===== src/rtl/muldiv_unit.sv =====
// Iterative 32-cycle MULT/MULTU/DIV/DIVU engine with a private HI/LO pair.
// Signed operations run on magnitudes; the FIX cycle applies sign correction.
module muldiv_unit #(
  parameter int WIDTH = 32
) (
  input  logic             clk,
  input  logic             rst_n,
  input  logic             start,
  input  logic [1:0]       op,
  input  logic [WIDTH-1:0] a,
  input  logic [WIDTH-1:0] b,
  input  logic             hi_we,
  input  logic             lo_we,
  input  logic [WIDTH-1:0] wdata,
  output logic             busy,
  output logic             done,
  output logic [WIDTH-1:0] hi,
  output logic [WIDTH-1:0] lo,
  output logic [1:0]       dbg_state_o
);

  localparam int CW = $clog2(WIDTH);

  typedef enum logic [1:0] {
    IDLE = 2'd0,
    RUN  = 2'd1,
    FIX  = 2'd2
  } state_e;

  state_e             state_q, state_d;
  logic [CW-1:0]      cnt_q, cnt_d;
  logic [1:0]         op_q, op_d;
  logic               neg_q, neg_d;
  logic               a_neg_q, a_neg_d;
  logic               b_zero_q, b_zero_d;
  logic [WIDTH-1:0]   a_orig_q, a_orig_d;
  logic [2*WIDTH-1:0] acc_q, acc_d;
  logic [WIDTH-1:0]   mcand_q, mcand_d;
  logic [WIDTH-1:0]   rem_q, rem_d;
  logic [WIDTH-1:0]   hi_q, hi_d;
  logic [WIDTH-1:0]   lo_q, lo_d;
  logic               done_q, done_d;

  logic               a_sgn, b_sgn;
  logic [WIDTH-1:0]   a_mag, b_mag;
  logic [WIDTH:0]     msum;
  logic [WIDTH:0]     rshift, diff;
  logic [2*WIDTH-1:0] prod_fix;
  logic [WIDTH-1:0]   quot_fix, rem_fix;

  // Sign flags are only meaningful for the signed ops (op[0] = 1).
  assign a_sgn = op[0] & a[WIDTH-1];
  assign b_sgn = op[0] & b[WIDTH-1];
  assign a_mag = a_sgn ? -a : a;
  assign b_mag = b_sgn ? -b : b;

  assign msum   = {1'b0, acc_q[2*WIDTH-1:WIDTH]} + {1'b0, mcand_q};
  assign rshift = {rem_q, acc_q[WIDTH-1]};
  assign diff   = rshift - {1'b0, mcand_q};

  assign prod_fix = neg_q ? -acc_q : acc_q;
  assign quot_fix = neg_q ? -acc_q[WIDTH-1:0] : acc_q[WIDTH-1:0];
  assign rem_fix  = a_neg_q ? -rem_q : rem_q;

  always_comb begin
    state_d  = state_q;
    cnt_d    = cnt_q;
    op_d     = op_q;
    neg_d    = neg_q;
    a_neg_d  = a_neg_q;
    b_zero_d = b_zero_q;
    a_orig_d = a_orig_q;
    acc_d    = acc_q;
    mcand_d  = mcand_q;
    rem_d    = rem_q;
    hi_d     = hi_q;
    lo_d     = lo_q;
    done_d   = 1'b0;

    case (state_q)
      IDLE: begin
        if (start) begin
          state_d  = RUN;
          cnt_d    = '0;
          op_d     = op;
          neg_d    = a_sgn ^ b_sgn;
          a_neg_d  = a_sgn;
          b_zero_d = (b == '0);
          a_orig_d = a;
          rem_d    = '0;
          // Multiply keeps the multiplier in the low half; divide keeps the dividend there.
          acc_d    = {{WIDTH{1'b0}}, op[1] ? a_mag : b_mag};
          mcand_d  = op[1] ? b_mag : a_mag;
        end else begin
          if (hi_we) hi_d = wdata;
          if (lo_we) lo_d = wdata;
        end
      end

      RUN: begin
        if (!op_q[1]) begin
          if (acc_q[0]) acc_d = {msum, acc_q[WIDTH-1:1]};
          else          acc_d = {1'b0, acc_q[2*WIDTH-1:1]};
        end else begin
          if (!diff[WIDTH]) begin
            rem_d = diff[WIDTH-1:0];
            acc_d = {{WIDTH{1'b0}}, acc_q[WIDTH-2:0], 1'b1};
          end else begin
            rem_d = rshift[WIDTH-1:0];
            acc_d = {{WIDTH{1'b0}}, acc_q[WIDTH-2:0], 1'b0};
          end
        end
        cnt_d = cnt_q + 1'b1;
        if (cnt_q == CW'(WIDTH - 1)) state_d = FIX;
      end

      FIX: begin
        state_d = IDLE;
        done_d  = 1'b1;
        if (!op_q[1]) begin
          hi_d = prod_fix[2*WIDTH-1:WIDTH];
          lo_d = prod_fix[WIDTH-1:0];
        end else if (b_zero_q) begin
          hi_d = a_orig_q;
          lo_d = '1;
        end else begin
          hi_d = rem_fix;
          lo_d = quot_fix;
        end
      end

      default: state_d = IDLE;
    endcase
  end

  always_ff @(posedge clk or negedge rst_n) begin
    if (!rst_n) begin
      state_q  <= IDLE;
      cnt_q    <= '0;
      op_q     <= '0;
      neg_q    <= 1'b0;
      a_neg_q  <= 1'b0;
      b_zero_q <= 1'b0;
      a_orig_q <= '0;
      acc_q    <= '0;
      mcand_q  <= '0;
      rem_q    <= '0;
      hi_q     <= '0;
      lo_q     <= '0;
      done_q   <= 1'b0;
    end else begin
      state_q  <= state_d;
      cnt_q    <= cnt_d;
      op_q     <= op_d;
      neg_q    <= neg_d;
      a_neg_q  <= a_neg_d;
      b_zero_q <= b_zero_d;
      a_orig_q <= a_orig_d;
      acc_q    <= acc_d;
      mcand_q  <= mcand_d;
      rem_q    <= rem_d;
      hi_q     <= hi_d;
      lo_q     <= lo_d;
      done_q   <= done_d;
    end
  end

  assign busy        = (state_q != IDLE);
  assign done        = done_q;
  assign hi          = hi_q;
  assign lo          = lo_q;
  assign dbg_state_o = state_q;

endmodule


===== config.mk =====
export PLATFORM = sky130hd
export DESIGN_NAME = muldiv_unit
export DESIGN_NICKNAME = d
export VERILOG_FILES = /design/src/rtl/muldiv_unit.sv
export SDC_FILE = /design/constraint.sdc
export NUM_CORES = 1
export LEC_CHECK = 0
export BUFFER_PORTS_ARGS = -buffer_cell sky130_fd_sc_hd__buf_2
export CAP_MARGIN = 40
export CORE_ASPECT_RATIO = 1.1
export CORE_MARGIN = 5
export CORE_UTILIZATION = 25
export CTS_BUF_LIST = sky130_fd_sc_hd__clkbuf_8
export DETAILED_ROUTE_END_ITERATION = 10
export PLACE_DENSITY = 0.51
export SLEW_MARGIN = 20
export SYNTH_ARGS = -nofsm -noshare
export SYNTH_HDL_FRONTEND = slang
export SYNTH_SLANG_ARGS = --single-unit
export TNS_END_PERCENT = 20

===== constraint.sdc =====
create_clock -name clk -period 4.1 [get_ports clk]
set_clock_uncertainty 0.1 [all_clocks]
set_input_delay 0.41 -clock clk [delete_from_list [all_inputs] [get_ports clk]]
set_output_delay 0.41 -clock clk [all_outputs]
set_load 0.1 [all_outputs]

# Word-level counts from Yosys, hierarchy flattened
# Index checks and enable logic that the tools add are counted.
classes:
  add_sub_neg: 8
  n_eq_ne: 9
  muxes: 32
  bitwise_logic: 3
  n_reduce_logical: 11
op_table:
  columns: ["op", "count"]
  rows:
  - ["32-bit 2-to-1 mux", 17]
  - ["64-bit 2-to-1 mux", 4]
  - ["32-bit one-hot mux with 2 select lines", 3]
  - ["32-bit negation", 4]
  - ["64-bit one-hot mux with 2 select lines", 1]
  - ["64-bit negation", 1]
  - ["32-bit by 32-bit adder with 33-bit output", 1]
  - ["33-bit by 32-bit subtractor with 33-bit output", 1]
  - ["32-bit zero test", 1]
  - ["2-bit inequality test, second input constant", 6]
  - ["5-bit one-hot mux with 2 select lines", 1]
  - ["3-bit AND reduction", 3]
  - ["2-bit AND reduction", 3]
  - ["2-bit nonzero test", 3]
  - ["5-bit by 1-bit adder with 5-bit output, second input constant", 1]
  - ["5-bit equality test, second input constant", 1]
  - ["5-bit 2-to-1 mux", 1]
  - ["2-bit 2-to-1 mux", 2]
  - ["2-bit one-hot mux with 2 select lines", 1]
  - ["1-bit bitwise AND", 2]
  - ["2-bit by 1-bit equality test with 1-bit output, second input constant", 1]
  - ["2-bit equality test, second input constant", 1]
  - ["2-bit zero test", 1]
  - ["1-bit 2-to-1 mux", 2]
  - ["1-bit bitwise XOR", 1]
word_totals:
  register_bits: 237
  output_inout_bits: 68
  elab_cells: 76

# Depth between registers and ports, before layout
# Gate-level depths: netlist of run 1.
depth:
  word_depth: 5
  ltp_mapped: 14
  depth_no_buf: 12

# Least setup slack after synthesis of run 1
# No wires, ideal clock.
synth_timing:
  path_kind: "register to register"
  startpoint: "register acc_q[31]"
  endpoint: "register rem_q[6]"
  arrival_ps: 3055
  required_ps: 3931
  path_slack_ps: 877
  stages_incl_launch_ff: 15
  period_less_slack_ps: 3223
  path_cell_list: "dfrtp_1 inv_1 ha_1 fa_1 nand2b_1 a21o_1 a21oi_1 o211ai_1 a31oi_1 o22a_1 xnor2_1 buf_2 buf_1 nand3_1 nand3_1"
synth_between:
  elab_chain_cells: 4
synth_lines:
  columns: ["element", "line", "text"]
  rows:
  - ["from (decl)", "37", "logic [2*WIDTH-1:0] acc_q, acc_d;"]
  - ["from (signal assigned)", "145", "acc_q <= '0;"]
  - ["from (signal assigned)", "159", "acc_q <= acc_d;"]
  - ["33-bit by 32-bit subtractor with 33-bit output", "59", "assign diff = rshift - {1'b0, mcand_q};"]
  - ["32-bit 2-to-1 mux", "105", "if (!diff[WIDTH]) begin"]
  - ["32-bit 2-to-1 mux", "101", "if (!op_q[1]) begin"]
  - ["32-bit one-hot mux with 2 select lines", "80", "case (state_q)"]
  - ["to (signal assigned)", "161", "rem_q <= rem_d;"]
  - ["to (decl)", "39", "logic [WIDTH-1:0] rem_q, rem_d;"]
# Every way passes these cells. The select of a mux whose other input is x is not followed.
# A chain may end at the register's enable or synchronous reset.

# Final worst setup path of run 1
layout_timing:
  startpoint: "register acc_q[31]"
  endpoint: "register rem_q[1]"
# Same word-level chain as after synthesis.

==> results of run 1 <==
final cells by class:
class                           instances  area share
Sequential cell                       236      0.2787
Tap cell                              936     0.05525
Antenna cell                            5   0.0005903
Timing Repair Buffer                  260     0.08335
Clock buffer                           56     0.03636
Inverter                               63     0.01116
Clock inverter                         25    0.008383
Multi-Input combinational cell       1794      0.5261
worst register-to-register path, cell delays in order, from the launching register on:
cell      delay (ns)
dfrtp_1         0.35
inv_1           0.07
ha_1            0.22
fa_1            0.41
nand2b_1        0.21
a21o_1          0.22
a21oi_1         0.35
o211ai_1        0.22
a31oi_1         0.27
o22a_1          0.34
xor2_2          0.23
buf_12          0.20
nand2_1         0.10
a32o_1          0.25
registers in the layout, indices dropped and copies added, names as in the netlist, 2 cells and up:
| signal | flops |
|---|---|
| a_orig_q | 32 |
| acc_q | 64 |
| cnt_q | 5 |
| dbg_state_o | 2 |
| hi | 32 |
| lo | 32 |
| mcand_q | 32 |
| rem_q | 32 |
per-stage QoR:
stage,hold WS (ns),cell area [µm²],instances
finish,0.03699,21200,3375
detailed placement,0.3651,19750,3242
global route,0.03196,21190,3373
floorplan,0.01441,17780,2233
CTS,0.001722,21150,3368
global placement,0.3609,19680,3236
logic make-up (layout without fill, tap and decap cells):
kind of cell / count (synthesis) / after routing / share of synthesized area
compound gates: 707 / 707 / 0.2498
simple gates: 771 / 771 / 0.1997
mux: 44 / 44 / 0.02477
other cells: 0 / 5 / 0
xor+xnor: 200 / 200 / 0.09852
flops: 236 / 236 / 0.3322
buf+inv: 203 / 404 / 0.04349
fa+ha+maj: 72 / 72 / 0.05151
worst paths after layout:
kind	endpoint	slack, ns	cells past startpoint
min in group asynchronous	rem_q[23]	0.33	2
setup / recovery	rem_q[1]	0.46	13
hold reg to reg	hi[2]	0.38	2
setup reg to reg	rem_q[1]	0.46	13
hold / removal	lo[3]	0.04	3
max in group asynchronous	hi[11]	2.46	3
what timing repair did:
| item | CTS | global route |
|---|---|---|
| endpoints found under the hold margin | 155 | 0 |
| hold buffers | 45 | 0 |
| buffers inserted | 0 | 0 |
| gates resized for setup | 0 | 0 |
cell usage after synthesis, drive strengths merged, types with 3 or more instances:
cell type / number
a211oi: 30
mux2i: 44
o22ai: 45
nor2b: 21
or4: 17
a21boi: 4
buf: 31
xnor2: 109
nand2b: 32
nor3: 39
o221ai: 16
and3: 11
a21oi: 153
inv: 63
nand2: 346
nand4: 8
a32o: 3
and4: 3
a32oi: 10
and2: 11
or2: 15
dfrtp: 236
clkbuf: 109
or3: 18
o21bai: 7
a22oi: 21
o21ai: 233
a221oi: 15
a221o: 3
nand3: 97
o21a: 12
a31oi: 23
a21o: 18
a2111oi: 3
o22a: 7
o211ai: 30
nand3b: 4
nor4: 12
o31ai: 34
nor2: 129
o41ai: 23
xor2: 91
ha: 70
metal layers:
metal	up-vias	GRT usage
li1	8422	-
met1	8657	0.2640
met2	624	0.3061
met3	103	0.03336
met4	2	0.06146
met5	-	0
report_power, final:
part	internal [W]	total (W)	switching, W
Sequential	0.00339	0.00489	0.00150
Combinational	0.00392	0.0120	0.00808
Clock	0.00137	0.00253	0.00116
==> reports/qor.csv, run 1 <==
metric,value,unit
fin_ws,0.4563,ns
worstPathRequired,4.53,ns
wl,76250,µm
clock_latency,0.66,ns
drt_first_pass_iters,6,
grt_pass1_vias,17240,
netlist_instances,2233,
antenna_found_initial,7,
drc,0,
synth_cell_type_count,75,
cpMaxStageDelayCell,fa_1,
grt_max_degree,113,
fillers,7616,
syn_area_per_cell,7.962,µm²
syn_to_final_growth,19.21,%
slew_headroom,0.3286,
root_buffer,clkbuf_8,
worstPathArrival,4.08,ns
die_area,76560,µm²
vias_per_cell,5.276,
synth_largest_area_cell,dfrtp_1,
path_cells,"inv_1, ha_1, fa_1, nand2b_1, a21o_1, a21oi_1, o211ai_1, a31oi_1, o22a_1, xor2_2, buf_12, nand2_1, a32o_1",
synth.cell_area,17780,µm²
wl_met3,4753,µm
synth-seq-cells,236,
hold_path_class,in -> reg,
grt.total_usage,0.1912,
worst_pin_slew,0.9965,ns
vdd_drop_max,0.2928,mV
cts_made_buffers,46,
ioPinCount,171,
core_area,70450,µm²
multiInputGateArea,11150,µm²
wl_per_cell,22.59,µm
clock_path_buffers,3,
final_hold_viol_count,0,
worstSetupStartpoint,acc_q[31],
layout_commonest_cell,nand2_1,
worst-setup-path-type,reg -> reg,
crit_family,compound AO/OA/AOI/OAI gates,
gp_congestion,0.9377,
io_buffer_count,170,
top_layer_used,met5,
final_util,0.3009,
finalCriticalPeriod,3.644,ns
vias,17810,
grt_setup_unrepaired,no,
status,finished clean,
die_h,289.7,µm
yosysSeqAreaShare,0.3322,
critical_path.max_fanout,23,
fin_nets,2576,
finalPower,0.01942,W
gr-total-overflow,0,
grt_pass1_wl,112500,µm
fmax,0.2744,GHz
worst_setup_path_end_kind,flip-flop,
synth_edf_count,0,
clk_pin_slew,0.07,ns
route.met2.wl,34220,µm
cts_max_level,2,
synth_top_area_frac,0.3322,
synthArstFlopShare,1.000,
rows,102,
syn_nets,2408,
drive_gt1_frac,0.1298,
worst_setup_path_start_kind,flip-flop,
cap_violations,0,
first_iter_violations,1467,
crit-reg2reg-launch,acc_q[31],
worstHoldStart,wdata[3],
ys.warnings.count,0,
final_cell_mix,"nand2_1 (346), dfrtp_1 (234), o21ai_0 (217), buf_2 (171), a21oi_1 (153)",
leakagePower,9.013,nW
slew_viol_final,0,
powerDensity,916.0,nW/µm²
cts.sinks,236,
finalCritPeriodShare,0.8887,
routedLengthMet1,34710,µm
tns,0,ns
cts_tree,done,
drtAntennaViolNets,0,
setup_viol,0,
dpl.hpwl,60330,µm
dp_slack,0.4437,ns
die_w,264.3,µm
seq_area,5908,µm²
slowest_delay,0.40,ns
critPathBufInv,2,
synth_area_leaders,"dfrtp_1 (33%), nand2_1 (7.3%), o21ai_0 (6.1%), xnor2_1 (5.4%), ha_1 (4.9%)",
ys.flop_type,dfrtp_1,
start_util,0.2524,
Note: power is estimated with default switching activity, not from simulation.
==> run 2, diff against run 1 <==
--- a/config.mk
+++ b/config.mk
@@ -11,7 +11,9 @@
 export CORE_MARGIN = 5
 export CORE_UTILIZATION = 25
 export CTS_BUF_LIST = sky130_fd_sc_hd__clkbuf_8
+export CTS_CLUSTER_SIZE = 8
 export DETAILED_ROUTE_END_ITERATION = 10
+export MAX_ROUTING_LAYER = met4
 export PLACE_DENSITY = 0.51
 export SLEW_MARGIN = 20
 export SYNTH_ARGS = -nofsm -noshare
==> run 2 against run 1 <==
Maximum frequency decreased by 2.2%. Register-to-register slack worse by 0.08 ns. Sequential share of layout area about the same. Die area did not move. Sequential power about the same. Final area down 0.18%. Clock-buffer cell count grew 1. Critical path depth stayed put. Clock power is 2% higher. Global-route usage increased by 0.40 points. Critical path type unchanged. Largest cell class unchanged. Largest power group unchanged.
==> reports/qor.csv, run 2 (synthesis results as in run 1) <==
metric,value,unit,change
status,finished clean,,unchanged
cpMaxStageDelayCell,fa_1,,unchanged
fillers,7627,,was 7616
grt_pass1_wl,111300,µm,was 112500 µm
syn_to_final_growth,19.00,%,was 19.21%
worst_pin_slew,1.008,ns,was 0.9965 ns
die_h,289.7,µm,unchanged
worst-setup-path-type,reg -> reg,,unchanged
cts_made_buffers,45,,was 46
layout_commonest_cell,nand2_1,,unchanged
tns,0,ns,unchanged
largest_reg_flops,64,,unchanged
clock_latency,0.64,ns,was 0.66 ns
clock_path_buffers,3,,unchanged
drtAntennaViolNets,0,,unchanged
die_area,76560,µm²,unchanged
final_hold_viol_count,0,,unchanged
setup_viol,0,,unchanged
route.met2.wl,33840,µm,was 34220 µm
worstPathArrival,4.11,ns,was 4.08 ns
rows,102,,unchanged
final_cell_mix,"nand2_1 (346), dfrtp_1 (234), o21ai_0 (217), buf_2 (169), a21oi_1 (153)",,"was nand2_1 (346), dfrtp_1 (234), o21ai_0 (217), buf_2 (171), a21oi_1 (153)"
slowest_delay,0.40,ns,about the same
dp_slack,0.3946,ns,was 0.4437 ns
drt_first_pass_iters,6,,unchanged
fmax,0.2683,GHz,was 0.2744 GHz
grt_setup_unrepaired,no,,unchanged
path_cells,"inv_1, ha_1, fa_1, nand2b_1, a21o_1, a21oi_1, o211ai_1, a31oi_1, o22a_1, xor2_2, buf_12, nand2_1, a32o_1",,unchanged
vias,17560,,was 17810
vias_per_cell,5.214,,was 5.276
worst_setup_path_start_kind,flip-flop,,unchanged
dpl.hpwl,60710,µm,was 60330 µm
drive_gt1_frac,0.1315,,was 0.1298
slew_viol_final,0,,unchanged
worst_setup_path_end_kind,flip-flop,,unchanged
start_util,0.2524,,unchanged
cts_tree,done,,unchanged
grt_max_degree,110,,was 113
cap_violations,0,,unchanged
grt.total_usage,0.1952,,was 0.1912
worstPathRequired,4.48,ns,was 4.53 ns
root_buffer,clkbuf_8,,unchanged
final_cells,3368,,was 3375
critical_path.max_fanout,27,,was 23
antenna_found_initial,6,,was 7
dp_cells,3243,,was 3242
fin_nets,2568,,was 2576
wl_met3,4043,µm,was 4753 µm
grt_pass1_vias,16590,,was 17240
ioPinCount,171,,unchanged
powerDensity,919.3,nW/µm²,was 916.0 nW/µm²
routedLengthMet1,35520,µm,was 34710 µm
largest-register,acc_q,,unchanged
slew_headroom,0.3209,,was 0.3286
cts.sinks,236,,unchanged
first_iter_violations,1425,,was 1467
die_w,264.3,µm,unchanged
io_buffer_count,170,,unchanged
vdd_drop_max,0.3432,mV,was 0.2928 mV
cts_resized,0,,unchanged
gr-total-overflow,0,,unchanged
wl_per_cell,22.53,µm,was 22.59 µm
gp_congestion,0.9456,,was 0.9377
fin_ws,0.3734,ns,was 0.4563 ns
finalCriticalPeriod,3.727,ns,was 3.644 ns
drc,0,,unchanged
top_layer_used,met4,,was met5
cts_max_level,2,,unchanged
leakagePower,8.986,nW,was 9.013 nW
core_area,70450,µm²,unchanged
clk_pin_slew,0.06,ns,was 0.07 ns
finalCritPeriodShare,0.9089,,was 0.8887
wl,75880,µm,was 76250 µm
hold_path_class,in -> reg,,unchanged
run 2: stage by stage:
step / power, W / instance area [µm²] / utilization / hold WS, ns
3_3_place_gp: 0.01666 / 19680 / 0.2793 / 0.3633
3_5_place_dp: 0.01677 / 19770 / 0.2807 / 0.3648
2_1_floorplan: 0.01316 / 17780 / - / 0.01441
4_1_cts: 0.01945 / 21130 / 0.2999 / 0.001937
6_report: 0.01945 / 21160 / 0.3003 / 0.03940
5_1_grt: 0.02075 / 21160 / 0.3003 / 0.03495
run 2: layout make-up:
class	count	area, µm²	share of cell area
repair buffers	253	1702	0.08043
clock buffers	57	784.5	0.03708
well taps	936	1171	0.05535
multi-input cells	1794	11150	0.5271
diodes	6	15.01	0.0007096
clock inverters	23	188.9	0.008930
flip-flops and latches	236	5908	0.2792
inverters	63	236.5	0.01118
run 2: worst max-delay path: cells and delay by family, from the launching register on:
kind | cells | cell delay (ns)
flip-flops | 1 | 0.34
AO/OA/AOI/OAI | 6 | 1.68
AND/OR/NAND/NOR | 2 | 0.28
XOR/XNOR | 1 | 0.25
adder cells (fa/ha/maj) | 2 | 0.62
buffers and inverters | 2 | 0.29
run 2: layer usage:
metal	GRT usage	vias up
met3	0.02879	95
li1	-	8396
met5	-	-
met1	0.2679	8489
met4	0.05589	0
met2	0.3019	582
run 2: timing repair:
| action | 4_1_cts | 5_1_grt |
|---|---|---|
| setup endpoints to repair | 0 | 0 |
| endpoints found under the hold margin | 144 | 0 |
| buffers inserted | 0 | 0 |
| hold buffers | 38 | 0 |
run 2: worst paths after layout:
kind	start	end	slack (ns)	cells after the start
setup / recovery	acc_q[31]	rem_q[21]	0.37	13
setup reg to reg	acc_q[31]	rem_q[21]	0.37	13
hold reg to reg	lo[23]	lo[23]	0.37	2
hold / removal	a[14]	a_orig_q[14]	0.04	3
max in group asynchronous	rst_n	hi[28]	2.57	3
min in group asynchronous	rst_n	rem_q[22]	0.35	2
run 2: where the power goes:
part	switching, W	internal [W]	total, W
logic	0.00808	0.00392	0.0120
registers	0.00148	0.00339	0.00487
clock network	0.00113	0.00144	0.00258
total	0.0107	0.00876	0.0195
